File: src/rtl/flag_int_unit.sv
// Flag and interrupt-request unit for the RAT CPU: C/Z/I flags, the shadow C/Z pair,
// and a synchronised, edge-detected, latched external interrupt request.
module flag_int_unit #(
    parameter int SYNC_STAGES = 2
) (
    input  logic CLK,
    input  logic RESET,
    input  logic INT_IN,
    input  logic ALU_C,
    input  logic ALU_Z,
    input  logic FLG_C_SET,
    input  logic FLG_C_CLR,
    input  logic FLG_C_LD,
    input  logic FLG_Z_LD,
    input  logic FLG_LD_SEL,
    input  logic FLG_SHAD_LD,
    input  logic I_SET,
    input  logic I_CLR,
    input  logic INT_ACK,
    output logic C_FLAG,
    output logic Z_FLAG,
    output logic I_FLAG,
    output logic INT,
    output logic INT_PENDING
);

    typedef enum logic {IDLE = 1'b0, PEND = 1'b1} pend_state_t;

    logic c_reg, c_next;
    logic z_reg, z_next;
    logic i_reg, i_next;
    logic shad_c_reg, shad_c_next;
    logic shad_z_reg, shad_z_next;
    logic src_c, src_z;

    logic [SYNC_STAGES-1:0] sync_reg;
    logic [SYNC_STAGES-1:0] valid_reg;
    logic                   sync_d_reg;
    logic                   armed_reg;
    logic                   sync_out;
    logic                   sync_valid;
    logic                   rise;
    pend_state_t            state_reg;

    // ---------------- flags and shadow ----------------
    assign src_c = FLG_LD_SEL ? shad_c_reg : ALU_C;
    assign src_z = FLG_LD_SEL ? shad_z_reg : ALU_Z;

    always_comb begin
        c_next = c_reg;
        if (FLG_C_CLR)
            c_next = 1'b0;
        else if (FLG_C_SET)
            c_next = 1'b1;
        else if (FLG_C_LD)
            c_next = src_c;

        z_next = z_reg;
        if (FLG_Z_LD)
            z_next = src_z;

        // Shadow always captures the pre-edge flags, so LD_SEL + SHAD_LD swaps.
        shad_c_next = shad_c_reg;
        shad_z_next = shad_z_reg;
        if (FLG_SHAD_LD) begin
            shad_c_next = c_reg;
            shad_z_next = z_reg;
        end

        i_next = i_reg;
        if (I_CLR)
            i_next = 1'b0;
        else if (I_SET)
            i_next = 1'b1;
    end

    always_ff @(posedge CLK) begin
        if (RESET) begin
            c_reg      <= 1'b0;
            z_reg      <= 1'b0;
            i_reg      <= 1'b0;
            shad_c_reg <= 1'b0;
            shad_z_reg <= 1'b0;
        end else begin
            c_reg      <= c_next;
            z_reg      <= z_next;
            i_reg      <= i_next;
            shad_c_reg <= shad_c_next;
            shad_z_reg <= shad_z_next;
        end
    end

    // ---------------- interrupt synchroniser ----------------
    // valid_reg tracks which stages hold a real INT_IN sample rather than reset zeros.
    generate
        for (genvar gi = 0; gi < SYNC_STAGES; gi++) begin : g_sync
            if (gi == 0) begin : g_first
                always_ff @(posedge CLK) begin
                    if (RESET) begin
                        sync_reg[gi]  <= 1'b0;
                        valid_reg[gi] <= 1'b0;
                    end else begin
                        sync_reg[gi]  <= INT_IN;
                        valid_reg[gi] <= 1'b1;
                    end
                end
            end else begin : g_rest
                always_ff @(posedge CLK) begin
                    if (RESET) begin
                        sync_reg[gi]  <= 1'b0;
                        valid_reg[gi] <= 1'b0;
                    end else begin
                        sync_reg[gi]  <= sync_reg[gi-1];
                        valid_reg[gi] <= valid_reg[gi-1];
                    end
                end
            end
        end
    endgenerate

    assign sync_out   = sync_reg[SYNC_STAGES-1];
    assign sync_valid = valid_reg[SYNC_STAGES-1];

    // An edge only counts once a genuine low has been seen since reset, so a level
    // held across reset cannot fake a rising edge out of the cleared chain.
    assign rise = sync_out & ~sync_d_reg & armed_reg;

    always_ff @(posedge CLK) begin
        if (RESET) begin
            sync_d_reg <= 1'b0;
            armed_reg  <= 1'b0;
        end else begin
            sync_d_reg <= sync_out;
            if (sync_valid && !sync_out)
                armed_reg <= 1'b1;
        end
    end

    // ---------------- pending request FSM ----------------
    always_ff @(posedge CLK) begin
        if (RESET) begin
            state_reg <= IDLE;
        end else begin
            case (state_reg)
                IDLE: if (rise) state_reg <= PEND;
                PEND: if (INT_ACK && !rise) state_reg <= IDLE;
                default: state_reg <= IDLE;
            endcase
        end
    end

    assign C_FLAG      = c_reg;
    assign Z_FLAG      = z_reg;
    assign I_FLAG      = i_reg;
    assign INT_PENDING = (state_reg == PEND);
    assign INT         = INT_PENDING & i_reg;

endmodule

File: config.mk
export PLATFORM = sky130hd
export DESIGN_NAME = flag_int_unit
export DESIGN_NICKNAME = d
export VERILOG_FILES = /design/src/rtl/flag_int_unit.sv
export SDC_FILE = /design/constraint.sdc
export NUM_CORES = 1
export LEC_CHECK = 0
export ABC_AREA = 1
export CORE_AREA = 2 2 39 41
export DETAILED_ROUTE_END_ITERATION = 16
export DIE_AREA = 0 0 41 43
export HOLD_SLACK_MARGIN = 0.08
export PLACE_DENSITY = 0.62
export SYNTH_ARGS = -nofsm -noshare
export SYNTH_HDL_FRONTEND = slang
export SYNTH_SLANG_ARGS = --single-unit
export TNS_END_PERCENT = 1
File: constraint.sdc
create_clock -name CLK -period 0.8 [get_ports CLK]
set_input_delay 0.12 -clock CLK [delete_from_list [all_inputs] [get_ports CLK]]
set_output_delay 0.12 -clock CLK [all_outputs]
set_load 0.02 [all_outputs]
==> run summary <==
The first global-routing pass estimated 1.29 mm of wire. Timing would allow up to 1.08 GHz. Final hold analysis gives a worst-case slack of 0.286 ns.

After detailed routing, the number of vias per cell comes to 3.99. Max-capacitance violation count: 0. STA puts the critical path data required time at 0.68 ns. TritonCTS built the clock tree. The tools report the total number of nets in the final design as 96.

After clock tree synthesis, the flow added hold-fix buffers numbering 0. In the routed design, unresolved DRC markers number 0. Initial antenna violation count: 0. The post-layout instance area was 701 um^2; the worst-case clock buffer depth was 2. Dividing total power by cell area gives a power density of 1830 nW/um^2.

Counting flops with a built-in enable in the synthesized netlist gives 0. The async set-reset flop share out of synthesis came out at 0. The logs give 8 for the maximum number of pins on one net before global-route repair and 0 for the number of diodes added for antenna fixing.

The path class of the tightest hold or removal check is in -> reg. The wire-length estimate of the detail-placed layout is 553 um. CTS saw 12 sinks. VDD sags by at most 0.000741 V. The flow ran to the end, but the final reports show violations.

The final worst-path setup slack was -0.129 ns. The worst register-to-register path begins at C_FLAG$_SDFFE_PP0P_. Summed over all cells, the static leakage comes to 0.000345 uW.

The tools report the number of warnings issued by yosys as 0. The worst setup path is launched from a register. The critical path in this run is classified as reg -> out. Clock tree root driver cell: sky130_fd_sc_hd__clkbuf_4. The number of flip-flops and latches in the synthesized netlist was 12. In this run, the number of DRC markers left after iteration 0 of detailed routing was 3.

The number of cells on the worst hold path was 2; the post-CTS clock slew at the launch and capture registers of the worst setup and hold paths was 0.07 ns. Number of hold-slack violations in the final timing report: 0. The final count of negative-setup-slack endpoints was 5; the length of the first detailed-routing pass in iterations was 3. The worst setup path is captured at a primary output. Input and output buffers added on the ports amount to 18.

After technology mapping, the gate count stands at 56. Tracing the worst setup path back leads to its startpoint at I_FLAG$_SDFFE_PP0P_. The sequential cells in the finished layout cover a total of 245 um^2. The largest fanout on the critical path came out at 3. Startpoint of the worst hold path: RESET.

The congestion estimate from routability-driven global placement came to 0.602. The core region is 1380 um^2. For this block, the routed nets add up to 691 um of wire. Ranked by total cell area, the synthesized netlist is headed by sky130_fd_sc_hd__dfxtp_1, sky130_fd_sc_hd__inv_1, sky130_fd_sc_hd__nor2_1. The average detailed-routed wire length per instance is 7.12 um, and the final count of pins violating max slew is 0. The number of cells on the worst reg-to-reg path is 3. Setup repair after global routing could not meet its margin everywhere.

The fraction of post-synthesis cell area in the top cell type by area is 0.557, and the final standard cell count with taps included and fillers excluded is 97. The total global-route track usage came out at 0.114. The tools report the headroom to the max-slew limit as 0.850. 19 I/O pins were placed. The data arrival at the endpoint of the critical path is 0.81 ns.

The floorplan step set the die height to 43 um. Counting the buffers created by CTS gives 3. The tools report the worst reg-to-reg setup slack as 0.04 ns.

For the post-synthesis net count, the log shows 70. The overall die width is 41 um. Count of antenna-violating nets left after detailed routing: 0.

Summing over every cut layer, the via total after detailed routing is 387. The remaining global-route overflow was 0; the count of H-tree levels built during CTS was 1. The floorplan step defined a die boundary enclosing 1760 um^2.

The run gives 14 as the number of standard-cell rows in the floorplan. The share of final-layout standard cells stronger than drive strength 1 works out to 0.247. Yosys instantiated no cell more often than sky130_fd_sc_hd__inv_1. The via count of the first global-routing pass was 340; the number of cells in the design after placement was 93. The main flop type after synthesis was sky130_fd_sc_hd__dfxtp_1. The total negative setup slack was -0.313 ns; the post-route minimum period was 0.929 ns. The transition time at the pin with the least slew margin was 0.225 ns; the footprint of the multi-input gates was 145 um^2. The final reports fail on setup timing.

For the worst-skew pair, the clock arrives at the later sink with an insertion delay of 0.26 ns. The endpoint identified for the worst register-to-register timing path is C_FLAG$_SDFFE_PP0P_. The post-synthesis area per instance came out at 7.71 um^2. For the share of the yosys chip area belonging to registers, the log shows 0.557. The tools report the capture endpoint of the worst hold path as sync_valid$_SDFF_PP0_. After synthesis, the most frequently instantiated cells are sky130_fd_sc_hd__inv_1, sky130_fd_sc_hd__dfxtp_1, sky130_fd_sc_hd__nor2_1. For the count of filler cells inserted in the layout, the log shows 141. From synthesis to final layout, the design area changed by 62.3%. The starting density of the core is 0.312, and the post-synth design cell area is 432 um^2. Synthesis instantiated 11 different standard cells from the library. The placed instances occupy a cell area of 651 um^2.

The run gives 0.00120 ns as the clock skew after layout. Post-synthesis cell type with the largest combined area: sky130_fd_sc_hd__dfxtp_1. The share of the clock period used by the worst path after layout works out to 1.16.
==> metrics by stage <==
stage	setup WS, ns	utilization	total power (uW)
2_1_floorplan	0.0220	-	723
3_3_place_gp	-0.319	0.470	826
3_5_place_dp	-0.330	0.470	827
4_1_cts	-0.143	0.497	1310
5_1_grt	-0.181	0.506	1370
6_report	-0.129	0.506	1280
==> power by group <==
group / internal [uW] / switching, uW / total (uW)
logic: 109 / 70.9 / 180
registers: 629 / 12.0 / 641
clock network: 276 / 186 / 462
==> worst max-delay path by stage <==
stage          endpoint  slack [ns]  cells after the start
2_1_floorplan       INT        0.02                      2
3_3_place_gp        INT       -0.32                      3
3_5_place_dp        INT       -0.33                      3
4_1_cts             INT       -0.14                      3
5_1_grt             INT       -0.18                      3
6_report            INT       -0.13                      3
==> kinds of logic after synthesis <==
kind of cell           count (synthesis)  share of synthesized area
AND/OR/NAND/NOR                       23                      0.214
buffers and inverters                 14                      0.139
flip-flops                            12                      0.557
AO/OA/AOI/OAI                          7                     0.0899
==> cell type report <==
type / instances / share of cell area
Timing Repair Buffer: 22 / 0.293
Clock buffer: 4 / 0.0518
Sequential cell: 12 / 0.350
Inverter: 13 / 0.0696
Multi-Input combinational cell: 30 / 0.207
Tap cell: 16 / 0.0286
==> worst max-delay path, stage by stage (launching register included) <==
cell and delay [ns]:
sky130_fd_sc_hd__dfxtp_2 0.33, sky130_fd_sc_hd__nand2_1 0.05, sky130_fd_sc_hd__inv_1 0.06, sky130_fd_sc_hd__buf_6 0.11
==> per-layer routing <==
layer	up-vias	global-route usage	wire length [um]
met5	-	0	0
met4	0	0.100	10
met3	2	0.0314	58
met2	14	0.159	338
met1	156	0.134	284
li1	215	-	-
==> layout by cell type, fill, tap and decap left out, drive strengths merged <==
master | synthesis | routed
clkdlybuf4s50 | 0 | 12
nand2 | 8 | 8
o21ai | 2 | 2
nand3 | 2 | 2
dlygate4sd2 | 0 | 1
or2 | 1 | 1
buf | 1 | 9
a21oi | 5 | 5
clkbuf | 0 | 4
dfxtp | 12 | 12
nor3 | 1 | 1
nor2 | 11 | 11
inv | 13 | 13
==> what timing repair did <==
item | 4_1_cts | 5_1_grt
gates resized for setup | 32 | 4
endpoints found under the setup margin | 9 | 8
pin swaps | 1 | 2
buffers inserted | 0 | 0
Power figures use the tool's default switching activity.
==> RTL edit (same settings) <==
Change the parameter `SYNC_STAGES` from 2 to 1.
--- a/src/rtl/flag_int_unit.sv
+++ b/src/rtl/flag_int_unit.sv
@@ -1,7 +1,7 @@
 // Flag and interrupt-request unit for the RAT CPU: C/Z/I flags, the shadow C/Z pair,
 // and a synchronised, edge-detected, latched external interrupt request.
 module flag_int_unit #(
-    parameter int SYNC_STAGES = 2
+    parameter int SYNC_STAGES = 1
 ) (
     input  logic CLK,
     input  logic RESET,
Check against the original RTL: not equivalent (a bounded check fails within 4 cycles, from zero or initial values and one cycle with RESET high).
==> RTL edit against the unedited design <==
Sequential cell count is 2 lower. Maximum frequency is 0.93% higher. The run still ends with setup timing left. Cell count is 7.2% lower. Final area is 9.8% lower. Hold slack worse by 0.14 ns. Total power is 9.7% lower. Worst setup slack better by 0.0085 ns. Area after synthesis is 13% lower. Combinational power is 3% lower. Count of clock-buffer cells in the layout stayed put. Wire length is 3.0% higher. Critical path type unchanged. Non-clock buffer count is 1 lower. Sequential power is 16% lower.
==> RTL edit: results (changes against the unedited design) <==
** Synthesis
- Most frequent cells after synthesis :: sky130_fd_sc_hd__inv_1 (11), sky130_fd_sc_hd__dfxtp_1 (10), sky130_fd_sc_hd__nor2_1 (9), sky130_fd_sc_hd__nand2_1 (8), sky130_fd_sc_hd__a21oi_1 (4)
- The mean instance size in the synthesized netlist was 7.53 um^2 (-2.3%).
- For this run, the leading register cell type out of synthesis is sky130_fd_sc_hd__dfxtp_1.
- Async set or reset register ratio after synthesis :: 0% (unchanged)
- Largest cells by area after synthesis :: sky130_fd_sc_hd__dfxtp_1 (53%), sky130_fd_sc_hd__inv_1 (11%), sky130_fd_sc_hd__nor2_1 (9.0%)
- Synthesized netlist net count :: 64 (-8.6%)
- Sequential fraction of the synthesis area :: 53.2% (-2.5 points)
- Count of different cell masters after synthesis :: 11 (unchanged)
- Yosys synthesis warning count :: 0 (unchanged)

** STA
- Post-route setup slack :: -0.120 ns (+0.00854 ns)
- The worst setup skew after layout was 0.000330 ns (-0.000868 ns).
- The number of setup violations in the final report was 5 (unchanged).
- The relative slew slack was 87.0% (+2.0 points).

** Final layout
- Number of nets in the final layout :: 89 (-7.3%)
- Final Non-Filler Cells :: 90 (-7.2%)
- Antenna Cells :: 0 (unchanged)
- Layout cell share with drive strength beyond 1 :: 25.7% (+0.98 points)

** Critical path
- Delay of the slowest cell on the worst path :: 0.33 ns (about the same)
- The register-to-register setup slack was 0.04 ns (about the same).
- Master of the slowest instance on the critical path :: sky130_fd_sc_hd__dfxtp_2
- Maximum fanout along the worst path :: 3 (unchanged)
- Data on the critical path arrives at its endpoint at 0.80 ns.

** Power
- Switching power :: 251 uW (-6.7%)
- LEAKAGE :: 0.319 nW (-7.6%)
- Peak VDD IR :: 0.736 mV (-0.63%)

** Placement
- The number of buffers added on ports came to 18 (unchanged).
- Number of instances in the placed design :: 86 (-7.5%)
- The detailed placer's ending HPWL was 553 um (+0.14%).
- The pre-CTS worst setup slack is -0.329 ns (+0.000728 ns).
- The routability-driven placement congestion ratio was 0.741 (+23%).

** Global route
- Via count of the first global-routing pass :: 304 (-11%)
- First-pass GRT wire length :: 1.19 mm (-8.1%)
- Largest net degree at the start of global routing :: 7 (-1)
- Initial antenna violation count :: 0 (unchanged)
- The global-route usage over all layers was 10.4% (-1.0 points).

** Clock network
- The TritonCTS buffer count was 3 (unchanged).
- Clock latency on the worst-skew pair :: 0.26 ns (about the same)
- The clock edge transition at the registers on the reported setup and hold paths is 0.07 ns (about the same).
- Clock Tree Buf Depth :: 2 (unchanged)
- The count of buffers added by post-CTS timing repair for setup is 0 (unchanged).
- Root Buffer :: sky130_fd_sc_hd__clkbuf_4
- Max H-tree Level :: 1 (unchanged)

** Routing
- The count of routing violations after the opening detailed-route iteration was 4 (+1).
- Total Wirelength :: 712 um (+3.0%)
- Detailed Routing Iterations Pass 1 :: 2 (-1)
- Mean number of vias per cell :: 4.01 (+0.54%)

** Worst hold path
- In this run the worst hold path is classified as in2reg.

** Status
- Violations in the final reports :: setup timing
- Outcome :: finished with violations
## RTL edit: cell types whose count changed in the layout (fill, tap and decap cells not counted), moves of 2 or more
| cell | change |
|---|---|
| sky130_fd_sc_hd__nor2_1 | -2 |
| sky130_fd_sc_hd__inv_1 | -2 |
| sky130_fd_sc_hd__dfxtp_1 | -2 |
| sky130_fd_sc_hd__buf_4 | -2 |
## RTL edit: layer usage
| layer | share of wire [%] | vias up | GRT usage, % | wire (um) |
|---|---|---|---|---|
| met1 | 44 | 154 | 12.1 | 311 |
| li1 | - | 196 | - | - |
| met5 | 0 | - | 0 | 0 |
| met3 | 9.1 | 0 | 4.71 | 65 |
| met2 | 47 | 11 | 14.1 | 335 |
| met4 | 0 | 0 | 8.00 | 0 |
## RTL edit: cells by family (layout without fill, tap and decap cells)
group / Yosys count / after routing / synth area share [%]
buf+inv: 12 / 36 / 14.0
flops: 10 / 10 / 53.2
simple gates: 21 / 21 / 22.6
compound gates: 7 / 7 / 10.3
## RTL edit: final timing paths
path                                 from           to  cells past startpoint
worst min register to register  armed_reg  INT_PENDING                      2
worst max-delay path               I_FLAG          INT                      3
worst max register to register     C_FLAG       C_FLAG                      3
worst min-delay path                RESET     sync_out                      2
## RTL edit: final cells by class
cell class | count | area, um^2
fillers | 146 | 752
flip-flops and latches | 10 | 205
repair buffers | 21 | 199
multi-input cells | 28 | 130
inverters | 11 | 41.3
clock buffers | 4 | 36.3
well taps | 16 | 20.0
## RTL edit: what timing repair did
action / in CTS / in global routing
setup endpoints to repair: 5 / 10
pin swaps: 0 / 1
gates resized for setup: 30 / 3
cloned: 0 / 0
endpoints found under the hold margin: 0 / 0
hold buffers: 0 / 0
## RTL edit: through the flow
step                      hold slack, ns  setup TNS (ns)  instance area [um^2]  power (mW)
final                              0.146          -0.307                   632        1.16
after detailed placement           0.448           -3.20                   588       0.722
after CTS                          0.373          -0.370                   623        1.18
after global routing               0.174          -0.496                   632        1.22
after global placement             0.444           -3.09                   588       0.720
after floorplan                    0.197               0                   377       0.619
## RTL edit: critical path, delay by kind of cell, from the launching register on
kind / cells / cell delay, ns
buffers and inverters: 2 / 0.17
flip-flops: 1 / 0.33
AND/OR/NAND/NOR: 1 / 0.05
## RTL edit: power groups by stage
stage | Clock (mW) | Combinational (mW) | Sequential (mW)
2_1_floorplan | 0 | 0.0582 | 0.560
3_3_place_gp | 0 | 0.172 | 0.547
3_5_place_dp | 0 | 0.174 | 0.549
4_1_cts | 0.463 | 0.172 | 0.540
5_1_grt | 0.490 | 0.191 | 0.543
6_report | 0.445 | 0.174 | 0.540
